$ cat src/rtl/uart_echo_responder_if.sv
// Byte handshake bundle between a uart rx/tx pair and the echo responder.
interface uart_echo_responder_if #(
  parameter int unsigned DWIDTH = 8
);
  logic [DWIDTH-1:0] rx_data;
  logic              rx_valid;
  logic              tx_busy;
  logic [DWIDTH-1:0] tx_data;
  logic              tx_valid;

  // Link side: supplies received bytes and transmitter status.
  modport master (
    output rx_data,
    output rx_valid,
    output tx_busy,
    input  tx_data,
    input  tx_valid
  );

  // Responder side: consumes received bytes, loads the transmitter.
  modport slave (
    input  rx_data,
    input  rx_valid,
    input  tx_busy,
    output tx_data,
    output tx_valid
  );
endinterface

$ cat src/rtl/uart_echo_responder.sv
// Far-end uart echo: buffers received bytes in a small FIFO and replays them
// in order through the transmitter handshake, with a busy-rise timeout and
// sticky drop/timeout statistics.
module uart_echo_responder #(
  parameter int unsigned DWIDTH  = 8,
  parameter int unsigned AWIDTH  = 2,
  parameter int unsigned BUSY_TO = 15
) (
  input  logic                 clk,
  input  logic                 rst,
  uart_echo_responder_if.slave link,
  input  logic                 enable,
  input  logic                 clr_stat,
  output logic [AWIDTH:0]      fifo_level,
  output logic                 overflow,
  output logic [7:0]           drop_cnt,
  output logic                 tx_err,
  output logic                 idle
);

  localparam int unsigned DEPTH = 1 << AWIDTH;
  localparam int unsigned TW    = 8;
  localparam logic [AWIDTH:0] FULL     = (AWIDTH+1)'(DEPTH);
  localparam logic [TW-1:0]   TO_LIMIT = TW'(BUSY_TO);

  typedef enum logic [1:0] {
    S_IDLE      = 2'd0,
    S_LOAD      = 2'd1,
    S_WAIT_BUSY = 2'd2,
    S_WAIT_DONE = 2'd3
  } state_t;

  state_t            state, state_nxt;
  logic [TW-1:0]     timer, timer_nxt;
  logic              pop, push, drop, accept, timeout;
  logic [DWIDTH-1:0] mem [DEPTH];
  logic [AWIDTH-1:0] wr_ptr, rd_ptr;

  // A full FIFO still accepts a byte when the head leaves in the same cycle.
  always_comb begin
    accept = link.rx_valid && enable;
    push   = accept && ((fifo_level != FULL) || pop);
    drop   = accept && (fifo_level == FULL) && !pop;
  end

  // FSM state, busy timer and the registered load pulse.
  always_ff @(posedge clk) begin
    if (!rst) begin
      state         <= S_IDLE;
      timer         <= '0;
      link.tx_valid <= 1'b0;
    end else begin
      state         <= state_nxt;
      timer         <= timer_nxt;
      link.tx_valid <= (state_nxt == S_LOAD);
    end
  end

  // Next-state logic; the head is popped on the edge that enters LOAD.
  always_comb begin
    state_nxt = state;
    timer_nxt = timer;
    pop       = 1'b0;
    timeout   = 1'b0;
    case (state)
      S_IDLE: begin
        if (fifo_level != '0) begin
          state_nxt = S_LOAD;
          pop       = 1'b1;
        end
      end
      S_LOAD: begin
        state_nxt = S_WAIT_BUSY;
        timer_nxt = '0;
      end
      S_WAIT_BUSY: begin
        if (link.tx_busy) begin
          state_nxt = S_WAIT_DONE;
        end else begin
          timer_nxt = timer + TW'(1);
          if (timer_nxt == TO_LIMIT) begin
            timeout   = 1'b1;
            state_nxt = S_IDLE;
          end
        end
      end
      S_WAIT_DONE: begin
        if (!link.tx_busy) state_nxt = S_IDLE;
      end
      default: state_nxt = S_IDLE;
    endcase
  end

  // FIFO storage; contents need no reset since the pointers define validity.
  always_ff @(posedge clk) begin
    if (push) mem[wr_ptr] <= link.rx_data;
  end

  // FIFO pointers, occupancy and the byte handed to the transmitter.
  always_ff @(posedge clk) begin
    if (!rst) begin
      wr_ptr       <= '0;
      rd_ptr       <= '0;
      fifo_level   <= '0;
      link.tx_data <= '0;
    end else begin
      if (push) wr_ptr <= wr_ptr + AWIDTH'(1);
      if (pop) begin
        rd_ptr       <= rd_ptr + AWIDTH'(1);
        link.tx_data <= mem[rd_ptr];
      end
      case ({push, pop})
        2'b10:   fifo_level <= fifo_level + (AWIDTH+1)'(1);
        2'b01:   fifo_level <= fifo_level - (AWIDTH+1)'(1);
        default: ;
      endcase
    end
  end

  // Sticky statistics; a clear pulse beats a same-cycle drop or timeout.
  always_ff @(posedge clk) begin
    if (!rst || clr_stat) begin
      overflow <= 1'b0;
      drop_cnt <= '0;
      tx_err   <= 1'b0;
    end else begin
      if (drop) begin
        overflow <= 1'b1;
        if (drop_cnt != 8'hFF) drop_cnt <= drop_cnt + 8'd1;
      end
      if (timeout) tx_err <= 1'b1;
    end
  end

  // Nothing queued, nothing in flight, transmitter quiet.
  assign idle = (fifo_level == '0) && (state == S_IDLE) && !link.tx_busy;

endmodule

$ cat src/flat_wrapper.sv
// flat-port wrapper written by rule: the top's interface ports become plain ports
module uart_echo_responder_flat 
#(
  parameter int unsigned DWIDTH  = 8,
  parameter int unsigned AWIDTH  = 2,
  parameter int unsigned BUSY_TO = 15
)
  (clk, rst, enable, clr_stat, fifo_level, overflow, drop_cnt, tx_err, idle, link_rx_data, link_rx_valid, link_tx_busy, link_tx_data, link_tx_valid);
  uart_echo_responder_if #(.DWIDTH(DWIDTH)) link_i ();
  input  logic clk;
  input  logic rst;
  input  logic enable;
  input  logic clr_stat;
  output logic [AWIDTH:0] fifo_level;
  output logic overflow;
  output logic [7:0] drop_cnt;
  output logic tx_err;
  output logic idle;
  input wire logic [$bits(link_i.rx_data)-1:0] link_rx_data;
  input wire logic [$bits(link_i.rx_valid)-1:0] link_rx_valid;
  input wire logic [$bits(link_i.tx_busy)-1:0] link_tx_busy;
  output wire logic [$bits(link_i.tx_data)-1:0] link_tx_data;
  output wire logic [$bits(link_i.tx_valid)-1:0] link_tx_valid;
  assign link_i.rx_data = link_rx_data;
  assign link_i.rx_valid = link_rx_valid;
  assign link_i.tx_busy = link_tx_busy;
  assign link_tx_data = link_i.tx_data;
  assign link_tx_valid = link_i.tx_valid;
  uart_echo_responder #(.DWIDTH(DWIDTH), .AWIDTH(AWIDTH), .BUSY_TO(BUSY_TO)) u_core (.clk(clk), .rst(rst), .link(link_i), .enable(enable), .clr_stat(clr_stat), .fifo_level(fifo_level), .overflow(overflow), .drop_cnt(drop_cnt), .tx_err(tx_err), .idle(idle));
endmodule
$ cat config.mk
export PLATFORM = sky130hd
export DESIGN_NAME = uart_echo_responder_flat
export DESIGN_NICKNAME = d
export VERILOG_FILES = /design/src/rtl/uart_echo_responder_if.sv /design/src/rtl/uart_echo_responder.sv /design/src/flat_wrapper.sv
export SDC_FILE = /design/constraint.sdc
export NUM_CORES = 1
export LEC_CHECK = 0
export CORE_MARGIN = 3
export CORE_UTILIZATION = 30
export CTS_BUF_LIST = sky130_fd_sc_hd__clkbuf_4 sky130_fd_sc_hd__clkbuf_8 sky130_fd_sc_hd__clkbuf_16
export CTS_CLUSTER_DIAMETER = 100
export DETAILED_ROUTE_END_ITERATION = 12
export GPL_TIMING_DRIVEN = 0
export PLACE_DENSITY_LB_ADDON = 0.2
export SLEW_MARGIN = 0
export SYNTH_ARGS = -nofsm -noshare
export SYNTH_HDL_FRONTEND = slang
export SYNTH_SLANG_ARGS = --single-unit
$ cat constraint.sdc
create_clock -name clk -period 5.1 [get_ports clk]
set_input_delay 1.275 -clock clk [delete_from_list [all_inputs] [get_ports clk]]
set_output_delay 1.275 -clock clk [all_outputs]
set_load 0.03 [all_outputs]
# Word level (Yosys, flattened, before mapping)
# Memory sizes are Yosys's and may differ from the RTL's. A register that Yosys moved wholly into a read port is not among the register bits.
# Cells that the tools add are included.
[totals] out_inout_bits=23 mem_count=1 regBits=28 ram_bits=32 inputBits=14
[op_classes] reduce_logical=19 n_eq_ne=11 add_sub_neg=6 mux=15
[mem_list] memory="u_core.mem" depth=4 width=8 read_ports=1 rd_clocked_by_memory_dff=1 wr=1 line="uart_echo_responder.sv:36" source="logic [DWIDTH-1:0] mem [DEPTH];"
[ops] operator="8-bit by 1-bit adder with 8-bit output, second input constant" n=2
[ops] operator="8-bit case mux with 2 select lines" n=1
[ops] operator="8-bit by 4-bit equality test with 1-bit output, second input constant" n=1
[ops] operator="2-bit 2-to-1 mux" n=4
[ops] operator="8-bit 2-to-1 mux" n=1
[ops] operator="8-bit inequality test, second input constant" n=1
[ops] operator="2-bit case mux with 4 select lines" n=1
[ops] operator="1-bit 2-to-1 mux" n=7
[ops] operator="2-bit by 1-bit equality test with 1-bit output, second input constant" n=3
[ops] operator="2-bit equality test, second input constant" n=3
[ops] operator="1-bit logical AND" n=6
[ops] operator="3-bit case mux with 2 select lines" n=1
[ops] operator="2-bit by 1-bit adder with 2-bit output, second input constant" n=2
[ops] operator="1-bit zero test" n=4
[ops] operator="2-bit AND reduction" n=2
[ops] operator="2-bit nonzero test" n=2
[ops] operator="3-bit by 1-bit adder with 3-bit output, second input constant" n=1
[ops] operator="3-bit equality test, second input constant" n=1
[ops] operator="3-bit zero test" n=1
[ops] operator="3-bit inequality test, second input constant" n=1
[ops] operator="3-bit nonzero test" n=1
[ops] operator="3-bit by 1-bit subtractor with 3-bit output, second input constant" n=1
[ops] operator="2-bit zero test" n=1
[ops] operator="1-bit logical OR" n=2
[ops] operator="2-bit inequality test, second input constant" n=1

# Depth between registers and ports, before layout
# Gate-level depths: netlist of the first run.
[logic_depth] word_depth=7 depth_mapped=10 depth_no_buf=9

# Least setup slack after synthesis of the first run
# OpenSTA, ideal clock, no wires.
[synth_timing] kind="in2out" from="in link_tx_busy" to="out idle" slack_ns=1.583 stages=2 arrival_ns=2.242 cell_sequence="or2_2 -> nor3_1"
[synth_via] elab_chain_cells=2
[synth_rtl] element="from (decl)" line="flat_wrapper.sv:21" source="input wire logic [$bits(link_i.tx_busy)-1:0] link_tx_busy;"
[synth_rtl] element="1-bit zero test"
[synth_rtl] element="1-bit logical AND" line="uart_echo_responder.sv:136" source="assign idle = (fifo_level == '0) && (state == S_IDLE) && !link.tx_busy;"
[synth_rtl] element="to (decl)" line="flat_wrapper.sv:18" source="output logic idle;"
# No other way between the ends.

# Final worst setup path of the first run
# Same ends and word-level chain as after synthesis.

==> impl_results.md, run 1 <==
- Status: complete, no violations
- FF-to-FF setup slack: roughly 2500 ps
- Worst min-delay path startpoint: u_core.link.tx_data[4]
- Max IR drop VDD: between 0.2 and 0.25 mV
- I/O Pins: 37
- DRC Markers: 0
- CP peak stage delay: about 720 ps
- Crit start category: input port
- Post-synth ARST share: 0%
- Syn-to-layout area delta: 23.5%
- Worst flop-to-flop path startpoint: u_core.state[1]
- Synth Flop Type: dfxtp_1
- Pre-antenna DRT Iters: 4
- Placed Area: ~3600 µm²
- Crit path DAT: roughly 3100 ps
- Final WS setup: slightly below 700 ps
- Dpl hpwl: approximately 4600 µm
- Pre-CTS setup slack: about 710 ps
- Via-per-instance ratio: 4.92
- Worst Reg-to-Reg Cells: 10
- Die H: around 110 µm
- Pwr per Cell Area: 433 nW/µm²
- Fin crit share: 86.5%
- Number of flops mapped to enable cells by yosys: 32
- Syn Inst Count: 270
- Worst hold endpoint: u_core.link.tx_data[4]
- Global-route wire length before repair: between 10000 and 15000 µm
- Leakage: 1.24 nW
- Seq cells post-synth: between 60 and 70
- Final-report setup violation count: 0
- Synth Net Count: between 200 and 300
- Worst r2r dst: u_core.fifo_level[2]
- Initial core utilization: 31.3%
- Syn Std Cell Area: a little over 3000 µm²
- Max Root-Sink Buffers: 2
- Yosys warnings: 0
- Cell area after layout: roughly 3800 µm²
- Final GP Congestion: about 0.79
- Count leader, synth: dfxtp_1
- Routed WL per cell: between 10 and 15 µm
- CTS resizes: 0
- Largest net degree at the start of global routing: 14
- Drt first-iter violations: 69
- Top cell type's share of synthesized area: about 31%
- Setup Buffers After CTS: 0
- Peak Freq: around 230 MHz
- GR Overflow Total: 0
- Syn_area_per_cell: ~11 µm²
- Nets: 340
- RSZ-0062 raised after global routing: no
- Fin. Hold Viols: 0
- Routed Antenna Nets: 0
- Crit path kind: in -> out
- Hold Buf Count CTS: 0
- Synth area leaders: edfxtp_1, dfxtp_1, mux4_2
- Vias in the first global route: about 2100
- Die W: about 110 µm
- Initial antenna violation count: 0
- Power Total: 1.65 mW
- Register area share after synthesis: around 55%
- Synth unique cells: 58
- H-Tree Level Count: 3
- Post-Route WL: between 6000 and 7000 µm
- Clk slew on worst S/H paths: around 70 ps
- Post-route clock skew: 9.69 ps
- I/O Buffers: 36
- Clock Sinks: 68
- Post-synth top cells: dfxtp_1, edfxtp_1, nand2_1
- Vias: ~2200
- CTS tree: built
- Crit path max fanout: 8
- Inserted Diodes: 0
- Most frequent CP cell: clkdlybuf4s50_1
- Hold Crit Depth: 2
- Tmin final: 4410 ps
- Row Count: 36
- Required time of the critical path: roughly 3800 ps
- Slew HR: about two fifths
- Ordered list of cells on the worst path: clkdlybuf4s50_1, or2_2, nor3_1, clkdlybuf4s50_1
- Clk root buf: clkbuf_8
- Final setup TNS: 0 ps
- CP max-delay cell: clkdlybuf4s50_1
- HP Class: reg -> reg
- Slew Viols, Final: 0
- Worst Tran Pin Value: between 800 and 900 ps
- Area leader, netlist: edfxtp_1
- Fraction of layout cells with a size suffix above 1: 10.2%
- Die area: between 10000 and 15000 µm²
- Total CTS buffers: 9
- Setup crit end kind: output port
- GRT Util Overall: between 10% and 20%
- Core footprint: about 10000 µm²
- Max-cap violations: 0
- Clk_lat worst skew: 340 ps
-- how the worst max path moves through the flow --
stage                       from   end  slack [ps]
global route        link_tx_busy  idle         630
global placement    link_tx_busy  idle         690
finish              link_tx_busy  idle         690
floorplan           link_tx_busy  idle        1580
detailed placement  link_tx_busy  idle         710
CTS                 link_tx_busy  idle         700
-- layer usage --
layer,vias to the layer above,part of all wire (%),track usage (%),wire [µm]
met5,-,0,0,0
met1,1089,47,16.0,3150
met2,41,47,19.3,3180
met4,0,0.64,4.15,43
li1,1104,-,-,-
met3,4,5.0,4.44,337
-- placed cells by master (no fill, tap or decap), types with 4 or more instances in the layout --
| cell | n |
|---|---|
| nand2_1 | 29 |
| nor2_1 | 5 |
| mux4_2 | 8 |
| and3_1 | 5 |
| clkdlybuf4s50_1 | 36 |
| inv_1 | 12 |
| or4_1 | 5 |
| o21ai_0 | 9 |
| and2_1 | 12 |
| edfxtp_1 | 32 |
| xnor2_1 | 4 |
| a21oi_1 | 11 |
| clkbuf_1 | 8 |
| a21boi_0 | 11 |
| ha_1 | 8 |
| clkbuf_8 | 9 |
| nor3_1 | 4 |
| dfxtp_1 | 36 |
| nand3_1 | 9 |
-- cell families (layout without fill, tap and decap cells) --
kind of cell	count (synthesis)	after routing	share of synthesized area, %
DFF	68	68	54.5
AOI/OAI and AO/OA	57	57	12.9
adders and majority gates	9	9	3.89
xor gates and xnor gates	5	5	1.42
muxes	11	11	6.86
and+or+nand+nor	94	94	16.9
buffers and inverters	26	78	3.57
-- through the flow --
step | instances | hold WS [ps] | util [%]
floorplan | 270 | 485 | -
global placement | 439 | 456 | 36.6
detailed placement | 439 | 466 | 36.6
CTS | 455 | 474 | 38.6
global route | 455 | 496 | 38.6
finish | 455 | 469 | 38.6
-- registers in the layout (all words and copies together), names as in the netlist --
signal / count
u_core.mem: 32
u_core.drop_cnt: 8
u_core.link.tx_data: 8
u_core.timer: 8
u_core.fifo_level: 3
u_core.rd_ptr: 2
u_core.state: 2
u_core.wr_ptr: 2
u_core.link.tx_valid: 1
u_core.overflow: 1
u_core.tx_err: 1
-- power by group --
part	switching (mW)	internal, mW
Clock	0.206	0.231
Sequential	0.0457	0.634
Combinational	0.320	0.214
Total	0.572	1.08
-- cell type report --
type	instances	area [µm²]
Timing Repair Buffer	36	360
Tap cell	133	166
Multi-Input combinational cell	176	1290
Fill cell	969	6060
Sequential cell	68	1680
Inverter	13	48.8
Buffer	13	61.3
Clock buffer	10	131
Clock inverter	6	66.3
-- critical path: cells and delay by family --
| family | cells | cell delay (ps) |
|---|---|---|
| buffers and inverters | 2 | 1260 |
| and+or+nand+nor | 2 | 600 |
No activity file was read; power rests on OpenSTA's default activity.
==> run 2, diff against run 1 <==
--- a/config.mk
+++ b/config.mk
@@ -6,7 +6,7 @@
 export NUM_CORES = 1
 export LEC_CHECK = 0
 export CORE_MARGIN = 3
-export CORE_UTILIZATION = 30
+export CORE_UTILIZATION = 55
 export CTS_BUF_LIST = sky130_fd_sc_hd__clkbuf_4 sky130_fd_sc_hd__clkbuf_8 sky130_fd_sc_hd__clkbuf_16
 export CTS_CLUSTER_DIAMETER = 100
 export DETAILED_ROUTE_END_ITERATION = 12
==> constraint.sdc (replaced) <==
create_clock -name clk -period 5.1 [get_ports clk]
set_input_delay 1.275 -clock clk [delete_from_list [all_inputs] [get_ports clk]]
set_output_delay 1.275 -clock clk [all_outputs]
set_load 0.05 [all_outputs]
==> impl_results.md, run 2 (synthesis gave the netlist of run 1 again) <==
- Status: complete, no violations
- Switch Pwr: 634 µW (+11%)
- Routed WL per cell: 16.0 µm (+8.3%)
- Max Root-Sink Buffers: 2 (unchanged)
- Clk slew on worst S/H paths: 70 ps (about the same)
- Crit path kind: in -> out
- DR WL met2: 2990 µm (-5.7%)
- Leakage: 1.26 nW (+0.97%)
- Most frequent cells in the layout: clkdlybuf4s50_1, dfxtp_1, edfxtp_1, nand2_1
- Logic pwr share: 34.0% (+1.7 points)
- Hold Buf Count CTS: 0 (unchanged)
- FF-to-FF setup slack: 2520 ps (-20 ps)
- Setup Buffers After CTS: 0 (unchanged)
- Crit path max fanout: 8 (unchanged)
- Setup crit end kind: output port
- Slew Viols, Final: 0 (unchanged)
- # fillers: 411 (-58%)
- Post-route clock skew: 9.89 ps (+0.207 ps)
- Final-report setup violation count: 0 (unchanged)
- Top layer in use: met4
- Post-Route WL: 6250 µm (-6.7%)
- DP Cell Count: 376 (-14%)
- Power Total: 1.76 mW (+6.8%)
- Clk_lat worst skew: 340 ps (about the same)
- Total CTS buffers: 9 (unchanged)
- GR Overflow Total: 0 (unchanged)
- Worst Reg-to-Reg Cells: 10 (unchanged)
- Die H: 80.9 µm (-25%)
- Pwr per Cell Area: 470 nW/µm² (+8.5%)
- HP Class: reg -> reg
- Via-per-instance ratio: 5.77 (+17%)
- Dpl hpwl: 4340 µm (-5.0%)
- RSZ-0062 raised after global routing: no
- Crit start category: input port
- Met1 Routed Length: 2680 µm (-15%)
- Worst flop-to-flop path startpoint: u_core.state[1]
- Layout Utilization: 71.2% (+33 points)
- Clk root buf: clkbuf_8
- Inserted Diodes: 0 (unchanged)
- Met3 WL: 418 µm (+24%)
- Final GP Congestion: 0.863 (+8.8%)
- Crit path DAT: 3210 ps (+70 ps)
- Slew HR: 42.0% (+1.5 points)
- Clk pwr share: 27.6% (+1.1 points)
- Max IR drop VDD: 0.350 mV (+50%)
- Row Count: 26 (-28%)
- Largest net degree at the start of global routing: 13 (-1)
- Int Pwr: 1.13 mW (+4.6%)
- CTS tree: built
- Max-cap violations: 0 (unchanged)
- Fin. Hold Viols: 0 (unchanged)
- Die area: 6540 µm² (-43%)
- Drt first-iter violations: 89 (+29%)
- Nets: 340 (unchanged)
- H-Tree Level Count: 3 (unchanged)
- Global-route wire length before repair: 10100 µm (-7.0%)
- Hold Crit Depth: 2 (unchanged)
- Vias: 2263 (+1.1%)
- Die W: 80.9 µm (-25%)
- Tmin final: 4480 ps (+69.3 ps)
- Core footprint: 5270 µm² (-47%)
- Required time of the critical path: 3830 ps (about the same)
- Routed Antenna Nets: 0 (unchanged)
- GRT Util Overall: 21.0% (+8.6 points)
- Fin crit share: 87.9% (+1.4 points)
- Vias in the first global route: 2106 (-1.6%)
- I/O Pins: 37 (unchanged)
- Syn-to-layout area delta: 21.6%
- Switching share of power: 36.0% (+1.3 points)
- Initial antenna violation count: 0 (unchanged)
- Clock Sinks: 68 (unchanged)
- CTS resizes: 0 (unchanged)
- Reg power frac: 38.4% (-2.8 points)
- Peak Freq: 223 MHz (-1.5%)
- Worst r2r dst: u_core.fifo_level[2]
- Final setup TNS: 0 ps (unchanged)
- Fraction of layout cells with a size suffix above 1: 9.94% (-0.31 points)
- Worst Tran Pin Value: 862 ps (-22.9 ps)
- Reg with most FFs: u_core.mem
- Worst hold endpoint: u_core.link.tx_data[6]
- Worst min-delay path startpoint: u_core.link.tx_data[6]
- Placed Area: 3530 µm² (-2.2%)
- Cell area after layout: 3750 µm² (-1.5%)
- I/O Buffers: 36 (unchanged)
- Post-route insts no fill: 392 (-14%)
- Max reg flops: 32 (unchanged)
- DRC Markers: 0 (unchanged)
- Initial core utilization: 58.5% (+27 points)
- Pre-antenna DRT Iters: 4 (unchanged)
[run 2: cell count changes in the layout (fill, tap and decap cells not counted)]
cell,delta
inv_6,+1
clkinvlp_4,-1
bufinv_16,+1
clkinv_1,+1
clkinv_2,-1
clkinv_4,-1
[run 2: power by group through the flow]
stage / sequential [mW] / combinational, mW / clock [mW]
after floorplan: 0.817 / 0.286 / 0
after global placement: 0.687 / 0.586 / 0
after detailed placement: 0.690 / 0.600 / 0
after CTS: 0.678 / 0.605 / 0.492
after global routing: 0.685 / 0.649 / 0.513
final: 0.677 / 0.599 / 0.487
[run 2: worst max-delay path: stages]
cell and delay, ps:
clkdlybuf4s50_1 550, or2_2 380, nor3_1 160, clkdlybuf4s50_1 830
[run 2: layout make-up]
class | instances | area (µm²) | area share, %
tap | 70 | 87.6 | 2.33
clock inverter | 6 | 87.6 | 2.33
inverter | 13 | 48.8 | 1.30
clock buffer | 10 | 131 | 3.50
sequential | 68 | 1680 | 44.8
multi-input combinational | 176 | 1290 | 34.5
buffer | 13 | 61.3 | 1.63
timing repair buffer | 36 | 360 | 9.61
[run 2: worst max-delay path by stage]
stage / from / to / slack (ps)
global route: link_tx_busy / idle / 540
detailed placement: link_tx_busy / idle / 610
floorplan: link_tx_busy / idle / 1190
finish: link_tx_busy / idle / 620
global placement: link_tx_busy / idle / 600
CTS: link_tx_busy / idle / 600
[run 2: routing by layer]
metal	track usage, %	vias up
met5	0	-
met4	11.5	0
met3	3.88	15
met2	34.4	76
met1	26.3	1069
li1	-	1103
[run 2: per-stage QoR]
stage	setup WS [ps]	hold slack, ps
finish	618	466
global route	536	487
CTS	605	469
detailed placement	605	459
global placement	598	452
floorplan	1190	485
